`src/rtl/riscv_lsu_pkg.sv`:
```
// Shared constants for the load/store unit: data/address widths, funct3
// encodings, FSM state encoding and the request legality check.
package riscv_lsu_pkg;

  localparam int XLEN          = 32;
  localparam int DMEM_ADDR_BIT = 10;
  localparam int WADDR_BIT     = DMEM_ADDR_BIT - 2;
  localparam int NLANE         = XLEN / 8;

  localparam logic [2:0] LSU_B  = 3'b000;
  localparam logic [2:0] LSU_H  = 3'b001;
  localparam logic [2:0] LSU_W  = 3'b010;
  localparam logic [2:0] LSU_BU = 3'b100;
  localparam logic [2:0] LSU_HU = 3'b101;

  typedef enum logic [1:0] {
    S_IDLE   = 2'd0,
    S_ACCESS = 2'd1,
    S_RESP   = 2'd2
  } lsu_state_e;

  // A request may touch memory only with a known width, no unsigned store,
  // and natural alignment for halfwords and words.
  function automatic logic lsu_req_ok(input logic we, input logic [2:0] f3,
                                      input logic [1:0] alo);
    logic ok;
    ok = 1'b0;
    case (f3)
      LSU_B:  ok = 1'b1;
      LSU_H:  ok = ~alo[0];
      LSU_W:  ok = (alo == 2'b00);
      LSU_BU: ok = ~we;
      LSU_HU: ok = ~we & ~alo[0];
      default: ok = 1'b0;
    endcase
    return ok;
  endfunction

endpackage

```
`src/rtl/riscv_lsu_if.sv`:
```
// Request/response handshake between the execute stage (master) and the LSU (slave).
interface riscv_lsu_if;
  import riscv_lsu_pkg::*;

  logic            req_valid;
  logic            req_ready;
  logic            req_we;
  logic [2:0]      req_funct3;
  logic [XLEN-1:0] req_addr;
  logic [XLEN-1:0] req_wdata;
  logic            rsp_valid;
  logic [XLEN-1:0] rsp_rdata;
  logic            rsp_err;

  modport master (
    output req_valid, req_we, req_funct3, req_addr, req_wdata,
    input  req_ready, rsp_valid, rsp_rdata, rsp_err
  );

  modport slave (
    input  req_valid, req_we, req_funct3, req_addr, req_wdata,
    output req_ready, rsp_valid, rsp_rdata, rsp_err
  );

endinterface

```
`src/rtl/riscv_lsu_align.sv`:
```
// Load alignment: picks the addressed lane from the read word and extends it.
module riscv_lsu_align
  import riscv_lsu_pkg::*;
(
  input  logic [2:0]      i_funct3,
  input  logic [1:0]      i_addr_lo,
  input  logic [XLEN-1:0] i_word,
  output logic [XLEN-1:0] o_rdata
);

  logic [XLEN-1:0] byte_sh;
  logic [XLEN-1:0] half_sh;

  // Shift the wanted lane down to bit 0, then extend according to funct3.
  always_comb begin
    byte_sh = i_word >> {i_addr_lo, 3'b000};
    half_sh = i_word >> {i_addr_lo[1], 4'b0000};
    case (i_funct3)
      LSU_B:   o_rdata = {{24{byte_sh[7]}}, byte_sh[7:0]};
      LSU_BU:  o_rdata = {24'h0, byte_sh[7:0]};
      LSU_H:   o_rdata = {{16{half_sh[15]}}, half_sh[15:0]};
      LSU_HU:  o_rdata = {16'h0, half_sh[15:0]};
      default: o_rdata = i_word;
    endcase
  end

endmodule

```
`src/rtl/riscv_lsu.sv`:
```
// Load/store unit: accepts one request at a time, drives the data memory for
// one ACCESS cycle, and returns aligned load data or a store/error response.
//
// state    | meaning
// S_IDLE   | ready for a request
// S_ACCESS | memory port driven from registered request fields
// S_RESP   | one-cycle response (data, store ack or error)
module riscv_lsu
  import riscv_lsu_pkg::*;
(
  input  logic                 i_clk,
  input  logic                 i_rstn,
  riscv_lsu_if.slave           req_if,
  output logic [WADDR_BIT-1:0] o_dmem_addr,
  output logic [NLANE-1:0]     o_dmem_byte_sel,
  output logic [XLEN-1:0]      o_dmem_data,
  output logic                 o_dmem_wr_en,
  input  logic [XLEN-1:0]      i_dmem_data
);

  lsu_state_e           state_q, state_d;
  logic                 we_q, we_d;
  logic [2:0]           f3_q, f3_d;
  logic [1:0]           alo_q, alo_d;
  logic [NLANE-1:0]     sel_q, sel_d;
  logic [WADDR_BIT-1:0] daddr_q, daddr_d;
  logic [XLEN-1:0]      ddata_q, ddata_d;
  logic                 err_q, err_d;
  logic [XLEN-1:0]      rdata_q, rdata_d;
  logic [XLEN-1:0]      load_word;
  logic [NLANE-1:0]     req_sel;
  logic [XLEN-1:0]      req_sdata;
  logic                 unused_addr_hi;

  // Upper address bits are dropped so accesses wrap modulo memory size.
  assign unused_addr_hi = ^req_if.req_addr[XLEN-1:DMEM_ADDR_BIT];

  riscv_lsu_align u_align (
    .i_funct3  (f3_q),
    .i_addr_lo (alo_q),
    .i_word    (i_dmem_data),
    .o_rdata   (load_word)
  );

  // Lane enables and lane-replicated store data for the incoming request.
  always_comb begin
    case (req_if.req_funct3[1:0])
      2'b00:   req_sel = 4'b0001 << req_if.req_addr[1:0];
      2'b01:   req_sel = 4'b0011 << req_if.req_addr[1:0];
      default: req_sel = 4'b1111;
    endcase
    case (req_if.req_funct3[1:0])
      2'b00:   req_sdata = {4{req_if.req_wdata[7:0]}};
      2'b01:   req_sdata = {2{req_if.req_wdata[15:0]}};
      default: req_sdata = req_if.req_wdata;
    endcase
  end

  // Next-state and register update; ready is implied by being in S_IDLE.
  always_comb begin
    state_d = state_q;
    we_d    = we_q;
    f3_d    = f3_q;
    alo_d   = alo_q;
    sel_d   = sel_q;
    daddr_d = daddr_q;
    ddata_d = ddata_q;
    err_d   = err_q;
    rdata_d = rdata_q;
    case (state_q)
      S_IDLE: begin
        if (req_if.req_valid) begin
          rdata_d = '0;
          if (lsu_req_ok(req_if.req_we, req_if.req_funct3, req_if.req_addr[1:0])) begin
            state_d = S_ACCESS;
            err_d   = 1'b0;
            we_d    = req_if.req_we;
            f3_d    = req_if.req_funct3;
            alo_d   = req_if.req_addr[1:0];
            sel_d   = req_sel;
            daddr_d = req_if.req_addr[DMEM_ADDR_BIT-1:2];
            ddata_d = req_sdata;
          end else begin
            state_d = S_RESP;
            err_d   = 1'b1;
          end
        end
      end
      S_ACCESS: begin
        state_d = S_RESP;
        rdata_d = we_q ? '0 : load_word;
      end
      S_RESP:  state_d = S_IDLE;
      default: state_d = S_IDLE;
    endcase
  end

  // State and request registers; reset drops any in-flight request.
  always_ff @(posedge i_clk or negedge i_rstn) begin
    if (!i_rstn) begin
      state_q <= S_IDLE;
      we_q    <= 1'b0;
      f3_q    <= 3'b000;
      alo_q   <= 2'b00;
      sel_q   <= '0;
      daddr_q <= '0;
      ddata_q <= '0;
      err_q   <= 1'b0;
      rdata_q <= '0;
    end else begin
      state_q <= state_d;
      we_q    <= we_d;
      f3_q    <= f3_d;
      alo_q   <= alo_d;
      sel_q   <= sel_d;
      daddr_q <= daddr_d;
      ddata_q <= ddata_d;
      err_q   <= err_d;
      rdata_q <= rdata_d;
    end
  end

  assign req_if.req_ready = (state_q == S_IDLE);
  assign req_if.rsp_valid = (state_q == S_RESP);
  assign req_if.rsp_rdata = rdata_q;
  assign req_if.rsp_err   = err_q;
  assign o_dmem_addr      = daddr_q;
  assign o_dmem_data      = ddata_q;
  assign o_dmem_byte_sel  = (state_q == S_ACCESS) ? sel_q : '0;
  assign o_dmem_wr_en     = (state_q == S_ACCESS) & we_q;

endmodule
```
`src/flat_wrapper.sv`:
```
// flat-port wrapper written by rule: the top's interface ports become plain ports
module riscv_lsu_flat import riscv_lsu_pkg::*;
  (i_clk, i_rstn, o_dmem_addr, o_dmem_byte_sel, o_dmem_data, o_dmem_wr_en, i_dmem_data, req_if_req_valid, req_if_req_we, req_if_req_funct3, req_if_req_addr, req_if_req_wdata, req_if_req_ready, req_if_rsp_valid, req_if_rsp_rdata, req_if_rsp_err);
  riscv_lsu_if req_if_i ();
  input  logic i_clk;
  input  logic i_rstn;
  output logic [WADDR_BIT-1:0] o_dmem_addr;
  output logic [NLANE-1:0] o_dmem_byte_sel;
  output logic [XLEN-1:0] o_dmem_data;
  output logic o_dmem_wr_en;
  input  logic [XLEN-1:0] i_dmem_data;
  input wire logic [$bits(req_if_i.req_valid)-1:0] req_if_req_valid;
  input wire logic [$bits(req_if_i.req_we)-1:0] req_if_req_we;
  input wire logic [$bits(req_if_i.req_funct3)-1:0] req_if_req_funct3;
  input wire logic [$bits(req_if_i.req_addr)-1:0] req_if_req_addr;
  input wire logic [$bits(req_if_i.req_wdata)-1:0] req_if_req_wdata;
  output wire logic [$bits(req_if_i.req_ready)-1:0] req_if_req_ready;
  output wire logic [$bits(req_if_i.rsp_valid)-1:0] req_if_rsp_valid;
  output wire logic [$bits(req_if_i.rsp_rdata)-1:0] req_if_rsp_rdata;
  output wire logic [$bits(req_if_i.rsp_err)-1:0] req_if_rsp_err;
  assign req_if_i.req_valid = req_if_req_valid;
  assign req_if_i.req_we = req_if_req_we;
  assign req_if_i.req_funct3 = req_if_req_funct3;
  assign req_if_i.req_addr = req_if_req_addr;
  assign req_if_i.req_wdata = req_if_req_wdata;
  assign req_if_req_ready = req_if_i.req_ready;
  assign req_if_rsp_valid = req_if_i.rsp_valid;
  assign req_if_rsp_rdata = req_if_i.rsp_rdata;
  assign req_if_rsp_err = req_if_i.rsp_err;
  riscv_lsu u_core (.i_clk(i_clk), .i_rstn(i_rstn), .req_if(req_if_i), .o_dmem_addr(o_dmem_addr), .o_dmem_byte_sel(o_dmem_byte_sel), .o_dmem_data(o_dmem_data), .o_dmem_wr_en(o_dmem_wr_en), .i_dmem_data(i_dmem_data));
endmodule
```
`config.mk`:
```
export PLATFORM = sky130hd
export DESIGN_NAME = riscv_lsu_flat
export DESIGN_NICKNAME = d
export VERILOG_FILES = /design/src/rtl/riscv_lsu_pkg.sv /design/src/rtl/riscv_lsu_if.sv /design/src/rtl/riscv_lsu_align.sv /design/src/rtl/riscv_lsu.sv /design/src/flat_wrapper.sv
export SDC_FILE = /design/constraint.sdc
export NUM_CORES = 1
export LEC_CHECK = 0
export BUFFER_PORTS_ARGS = -buffer_cell sky130_fd_sc_hd__buf_2
export CORE_MARGIN = 8
export CORE_UTILIZATION = 42
export DETAILED_ROUTE_END_ITERATION = 8
export GPL_ROUTABILITY_DRIVEN = 0
export PLACE_DENSITY = 0.71
export SLEW_MARGIN = 20
export SYNTH_ARGS = -nofsm -noshare
export SYNTH_HDL_FRONTEND = slang
export SYNTH_SLANG_ARGS = --single-unit
export TNS_END_PERCENT = 20
```
`constraint.sdc`:
```
create_clock -name i_clk -period 2.95 [get_ports i_clk]
set_input_delay 0.1475 -clock i_clk [delete_from_list [all_inputs] [get_ports i_clk]]
set_output_delay 0.1475 -clock i_clk [all_outputs]
set_load 0.01 [all_outputs]
```
### After elaboration in Yosys (flattened, before gate mapping)

Cells that the tools add are included.

* register bits after elaboration: 85
* output and inout bits: 80
* logic and storage cells: 51

* eq/ne operators: 11
* shifts and indexed selects: 4
* multiplexer cells: 14
* bitwise gates (word level): 4
* reduce and logical (&&, ||, !) cells: 9

Operators with widths (number)
* one-hot mux 32 bit (2 select lines): 2
* one-hot mux 32 bit (4 select lines): 1
* 2-to-1 mux 32 bit: 2
* >> shifter 32 x 5 -> 16 bit: 1
* >> shifter 32 x 5 -> 8 bit: 1
* == test 3 bit, second input constant: 4
* one-hot mux 4 bit (2 select lines): 1
* == test 3 x 1 -> 1 bit, second input constant: 2
* logical NOT 2 bit: 3
* logical NOT 3 bit: 2
* one-hot mux 1 bit (5 select lines): 1
* == test 2 x 1 -> 1 bit, second input constant: 2
* 2-to-1 mux 2 bit: 2
* 2-to-1 mux 4 bit: 1
* one-hot mux 2 bit (2 select lines): 1
* AND reduction 2 bit: 2
* << shifter 1 x 2 -> 4 bit, first input constant: 1
* << shifter 2 x 2 -> 4 bit, first input constant: 1
* == test 3 x 2 -> 1 bit, second input constant: 1
* 2-to-1 mux 1 bit: 3
* AND reduction 3 bit: 1
* AND 1 bit: 2
* == test 2 bit, second input constant: 1
* inequality test 2 bit, second input constant: 1
* other kinds (2): 3

### Longest topological paths before layout

* depth in word-level cells: 8
* depth in mapped cells: 5
* mapped depth without buffers: 3

### Hierarchy

A second synthesis with hierarchy kept.

* cell total of the unflattened synthesis: 361
* area, all modules: 4416.7 µm²

Modules (own cells, without submodules)
* riscv_lsu: times used 1, cells an instance 252, area each 3788.6 µm², sequential area each 2127.0 µm²
* riscv_lsu_align: times used 1, cells an instance 109, area each 628.1 µm², sequential area each 0.0 µm²

### Least setup slack after synthesis

No wires, ideal clock.

* path kind: register to register
* start: reg u_core.state_q[1]
* end: reg u_core.alo_q[0]
* arrival: 1.410 ns
* data required time: 2.825 ns
* setup slack: 1.415 ns
* cell stages (with the launch flop): 5
* buffers on the path: 1
* path through: dfrtp_1 -> nor2_1 -> o211ai_4 -> buf_6 -> mux2_4

* longest elaborated chain between the ends: 2

Ends and longest elaborated chain
* start: declaration: line riscv_lsu.sv:21 `lsu_state_e state_q, state_d;`
* start signal: assignment: line riscv_lsu.sv:111 `state_q <= state_d;`
* logical NOT 2 bit
* via req_if_req_ready: line flat_wrapper.sv:17 `output wire logic [$bits(req_if_i.req_ready)-1:0] req_if_req_ready;`
* AND reduction 3 bit (no line)
* end signal: assignment: line riscv_lsu.sv:114 `alo_q <= alo_d;`
* end: declaration: line riscv_lsu.sv:24 `logic [1:0] alo_q, alo_d;`

The timed path passes the listed nets, and every way through them passes these cells.
A chain may end at the register's enable or synchronous reset.

### Worst setup path in the final report

* start: reg u_core.alo_q[1]
* end: reg u_core.rdata_q[18], in the netlist u_core.req_if.rsp_rdata[18]

* longest elaborated chain between the ends: 4

Ends and longest elaborated chain
* >> shifter 32 x 5 -> 16 bit or >> shifter 32 x 5 -> 8 bit (tied branches): line riscv_lsu_align.sv:17, riscv_lsu_align.sv:16
* one-hot mux 32 bit (4 select lines) (*): line riscv_lsu_align.sv:18 `case (i_funct3)`
* 2-to-1 mux 32 bit (*): line riscv_lsu.sv:91 `rdata_d = we_q ? '0 : load_word;`
* one-hot mux 32 bit (2 select lines) (*): line riscv_lsu.sv:70 `case (state_q)`
* end signal: assignment: line riscv_lsu.sv:119 `rdata_q <= rdata_d;`
* end: declaration: line riscv_lsu.sv:29 `logic [XLEN-1:0] rdata_q, rdata_d;`

Every way passes the cells marked *; elsewhere a longest branch is shown, timed or not.

==> qor.tcl <==
set qor(drtAntennaViolNets) 0
set qor(finish.net_count) 624
set qor(hold_slack_ps) 20.91
set qor(clock_skew_ps) 7.585
set qor(cts_tree) {done}
set qor(post_synth_inst_count) 365
set qor(num_antenna_cells) 0
set qor(hold_path_startpoint) {req_if_req_addr[7]}
set qor(critical_path.reg2reg.startpoint) {u_core.alo_q[1]}
set qor(power.static_leakage_nw) 2.877
set qor(globalRoute.totalOverflow) 0
set qor(first_global_vias) 3914
set qor(drive_gt1_frac) 0.5048
set qor(post-route-drc-count) 0
set qor(placed_area_mm2) 0.005436
set qor(fin_crit_sh) 0.6494
set qor(worst_setup_hold_path_clk_slew_ps) 90
set qor(cts.root.buffer_cell) {clkbuf_8}
set qor(outcome) {finished, final reports clean}
set qor(p_sw_frac) 0.3299
set qor(final_area_mm2) 0.005669
set qor(hold_class) {primary input to register}
set qor(synth_compound_gate_area_share) 0.1562
set qor(clock-sinks) 85
set qor(pwr-share-comb) 0.350
set qor(synthToLayoutAreaGrowth_pct) 25.69
set qor(syn_area_cell_um2) 12.36
set qor(postSynth.asyncResetShare) 1.000
set qor(worstPathRequired_ps) 3150
set qor(worst_ep_arrival_time_ps) 2110
set qor(seq_power_share) 0.422
set qor(commonest_register_cell_after_synthesis) {dfrtp_1}
set qor(clk_path_buf_depth) 2
set qor(hold-path-cell-count) 2
set qor(route.final.wire_length_mm) 12.57
set qor(critPathLaunchType) {register}
set qor(final_max_slew_viol_count) 0
set qor(detailedPlace.worstSlack_ps) 980.9
set qor(p_int_mw) 2.644
set qor(synth.cell_area_mm2) 0.004511
set qor(wl_per_cell_um) 18.91
set qor(timing.slew.headroom) 0.4288
set qor(die-area_mm2) 0.01431
set qor(yosys.cell_types.count) 45
set qor(rows) 38
set qor(timing.fmax_ghz) 0.5220
set qor(final.setup.worst_slack_ps) 1034
set qor(period_needed_ps) 1916
set qor(clk-insertion-delay-late_ps) 350
set qor(grt_pass1_wl_mm) 20.52
set qor(detailroute.via_count) 3592
set qor(dr.pass1.iters) 4
set qor(power_frac_clock) 0.228
set qor(ys_seq_elements) 85
set qor(count_of_flip_flops_with_a_built_in_enable_after_synthesis) 0
set qor(cts_setup_buffers) 0
set qor(share_of_the_core_filled_with_cells_in_the_final_layout) 0.5323
set qor(dpl.hpwl_mm) 9.338
set qor(via_density_per_instance) 5.402
set qor(critPathCapture) {u_core.req_if.rsp_rdata[18]}
set qor(timing.setup.critical_path_class) {register to register}
set qor(synth_simple_gate_area_share) 0.07490
set qor(number_of_antenna_violations_at_the_first_check_in_global_routing) 0
set qor(r2r_end) {u_core.req_if.rsp_rdata[18]}
set qor(grt_util_all_layers) 0.1768
set qor(endpoint_kind) {register}
set qor(cts_buffers) 9
set qor(die_height_um) 119.6
set qor(finalHoldViolCount) 0
set qor(r2r.worst_path.cells) 3
set qor(tns_ps) 0
set qor(cts-htree-levels) 3
set qor(tightest_slew_ps) 840.2
set qor(number_of_port_buffers) 160
set qor(layout_commonest_cell) {buf_2}
set qor(ys.warnings.count) 0
set qor(muxShareOfSynthArea) 0.2599
set qor(grt_start_max_net_pins) 62
set qor(grt_setup_unrepaired) {false}
set qor(die_w_um) 119.6
set qor(power_density_mw_per_mm2) 696.0
set qor(core_region_area_mm2) 0.01065
set qor(iteration_0_drc_markers) 307
set qor(path_max_fanout) 16
set qor(start_util) 0.4235
set qor(syn-num-nets) 468
set qor(floorplan.io_pins) 183
set qor(synth-adder-area-share) 0
set qor(synth_top_family_by_area) {multiplexers}
set qor(setup_viol) 0
set qor(timing.reg2reg.setup_slack_ps) 1030
set qor(share_of_synthesized_area_occupied_by_flip_flops_and_latches) 0.4716
set qor(fillerInstances) 958
set qor(max-cap-violations) 0
set qor(mostFrequentLayoutCells) {buf_2, dfrtp_1, mux2_4}
set qor(peakVddDrop_mv) 0.3429
set qor(switchingPower_mw) 1.302
set qor(worst_setup_path_startpoint) {u_core.alo_q[1]}
set qor(synth_xor_xnor_area_share) 0
-- worst min-delay path by stage --
stage / endpoint / slack, ps
after floorplan: u_core.alo_q[0] / -150
after global placement: u_core.req_if.rsp_rdata[10] / 280
after detailed placement: u_core.req_if.rsp_rdata[9] / 280
after CTS: u_core.o_dmem_addr[3] / 0.6
after global routing: u_core.o_dmem_addr[7] / 2
final: u_core.o_dmem_addr[5] / 20
-- sequential cells by signal, indices dropped and copies added, names as in the netlist --
register                 cells
u_core.o_dmem_addr           8
u_core.o_dmem_data          32
u_core.we_q                  1
u_core.state_q               2
u_core.alo_q                 2
u_core.req_if.rsp_rdata     32
u_core.sel_q                 4
u_core.req_if.rsp_err        1
u_core.f3_q                  3
-- layout make-up --
cell class	instances	area [um^2]	area share
repair buffers	172	910.9	0.1607
well taps	140	175.2	0.03090
clock buffers	9	123.9	0.02185
clock inverters	6	88.84	0.01567
multi-input cells	248	2225	0.3924
inverters	5	18.77	0.003311
flip-flops and latches	85	2127	0.3752
-- worst max-delay path, stage by stage (launching register included) --
cell and delay, ps:
dfrtp_1 490, mux2_2 390, mux2i_2 670, o21ai_0 210
-- cells by family after synthesis --
group           count (synthesis)
compound gates                 97
simple gates                   62
flops                          85
mux                            89
buf+inv                        32
-- repair_timing --
item,in CTS,in global routing
hold endpoints to repair,60,0
hold buffers,2,0
gates resized for setup,0,0
-- cell usage after synthesis, drive strengths merged (3+ instances only) --
| library cell | number | area share |
|---|---|---|
| inv | 4 | 0.0033 |
| nand2 | 19 | 0.016 |
| and2 | 5 | 0.0069 |
| a32o | 7 | 0.016 |
| nor2 | 15 | 0.012 |
| a2bb2oi | 5 | 0.0097 |
| o31ai | 6 | 0.010 |
| o21bai | 3 | 0.0050 |
| a22oi | 20 | 0.034 |
| o32ai | 6 | 0.012 |
| dfrtp | 85 | 0.47 |
| o211ai | 4 | 0.0097 |
| nand2b | 5 | 0.0069 |
| buf | 15 | 0.023 |
| a21o | 3 | 0.0050 |
| o21ai | 34 | 0.038 |
| nor3b | 8 | 0.014 |
| mux2i | 20 | 0.045 |
| clkbuf | 12 | 0.010 |
| mux2 | 68 | 0.21 |
-- routing by layer --
metal  part of all wire  GRT usage
met5                  0          0
met4              0.014    0.05777
met3               0.11    0.07468
met2               0.44     0.2648
met1               0.43     0.2260
-- metrics by stage --
| step | total power, mW | instances |
|---|---|---|
| floorplan | 2.540 | 365 |
| global placement | 3.041 | 648 |
| detailed placement | 3.072 | 648 |
| CTS | 3.989 | 665 |
| global route | 4.183 | 665 |
| finish | 3.946 | 665 |
-- power by group through the flow --
stage,sequential (mW),combinational [mW],clock (mW)
final,1.67,1.38,0.898
after global routing,1.70,1.50,0.976
after CTS,1.67,1.40,0.924
after detailed placement,1.67,1.40,0
after global placement,1.67,1.37,0
after floorplan,1.73,0.810,0
Power figures use the tool's default switching activity.
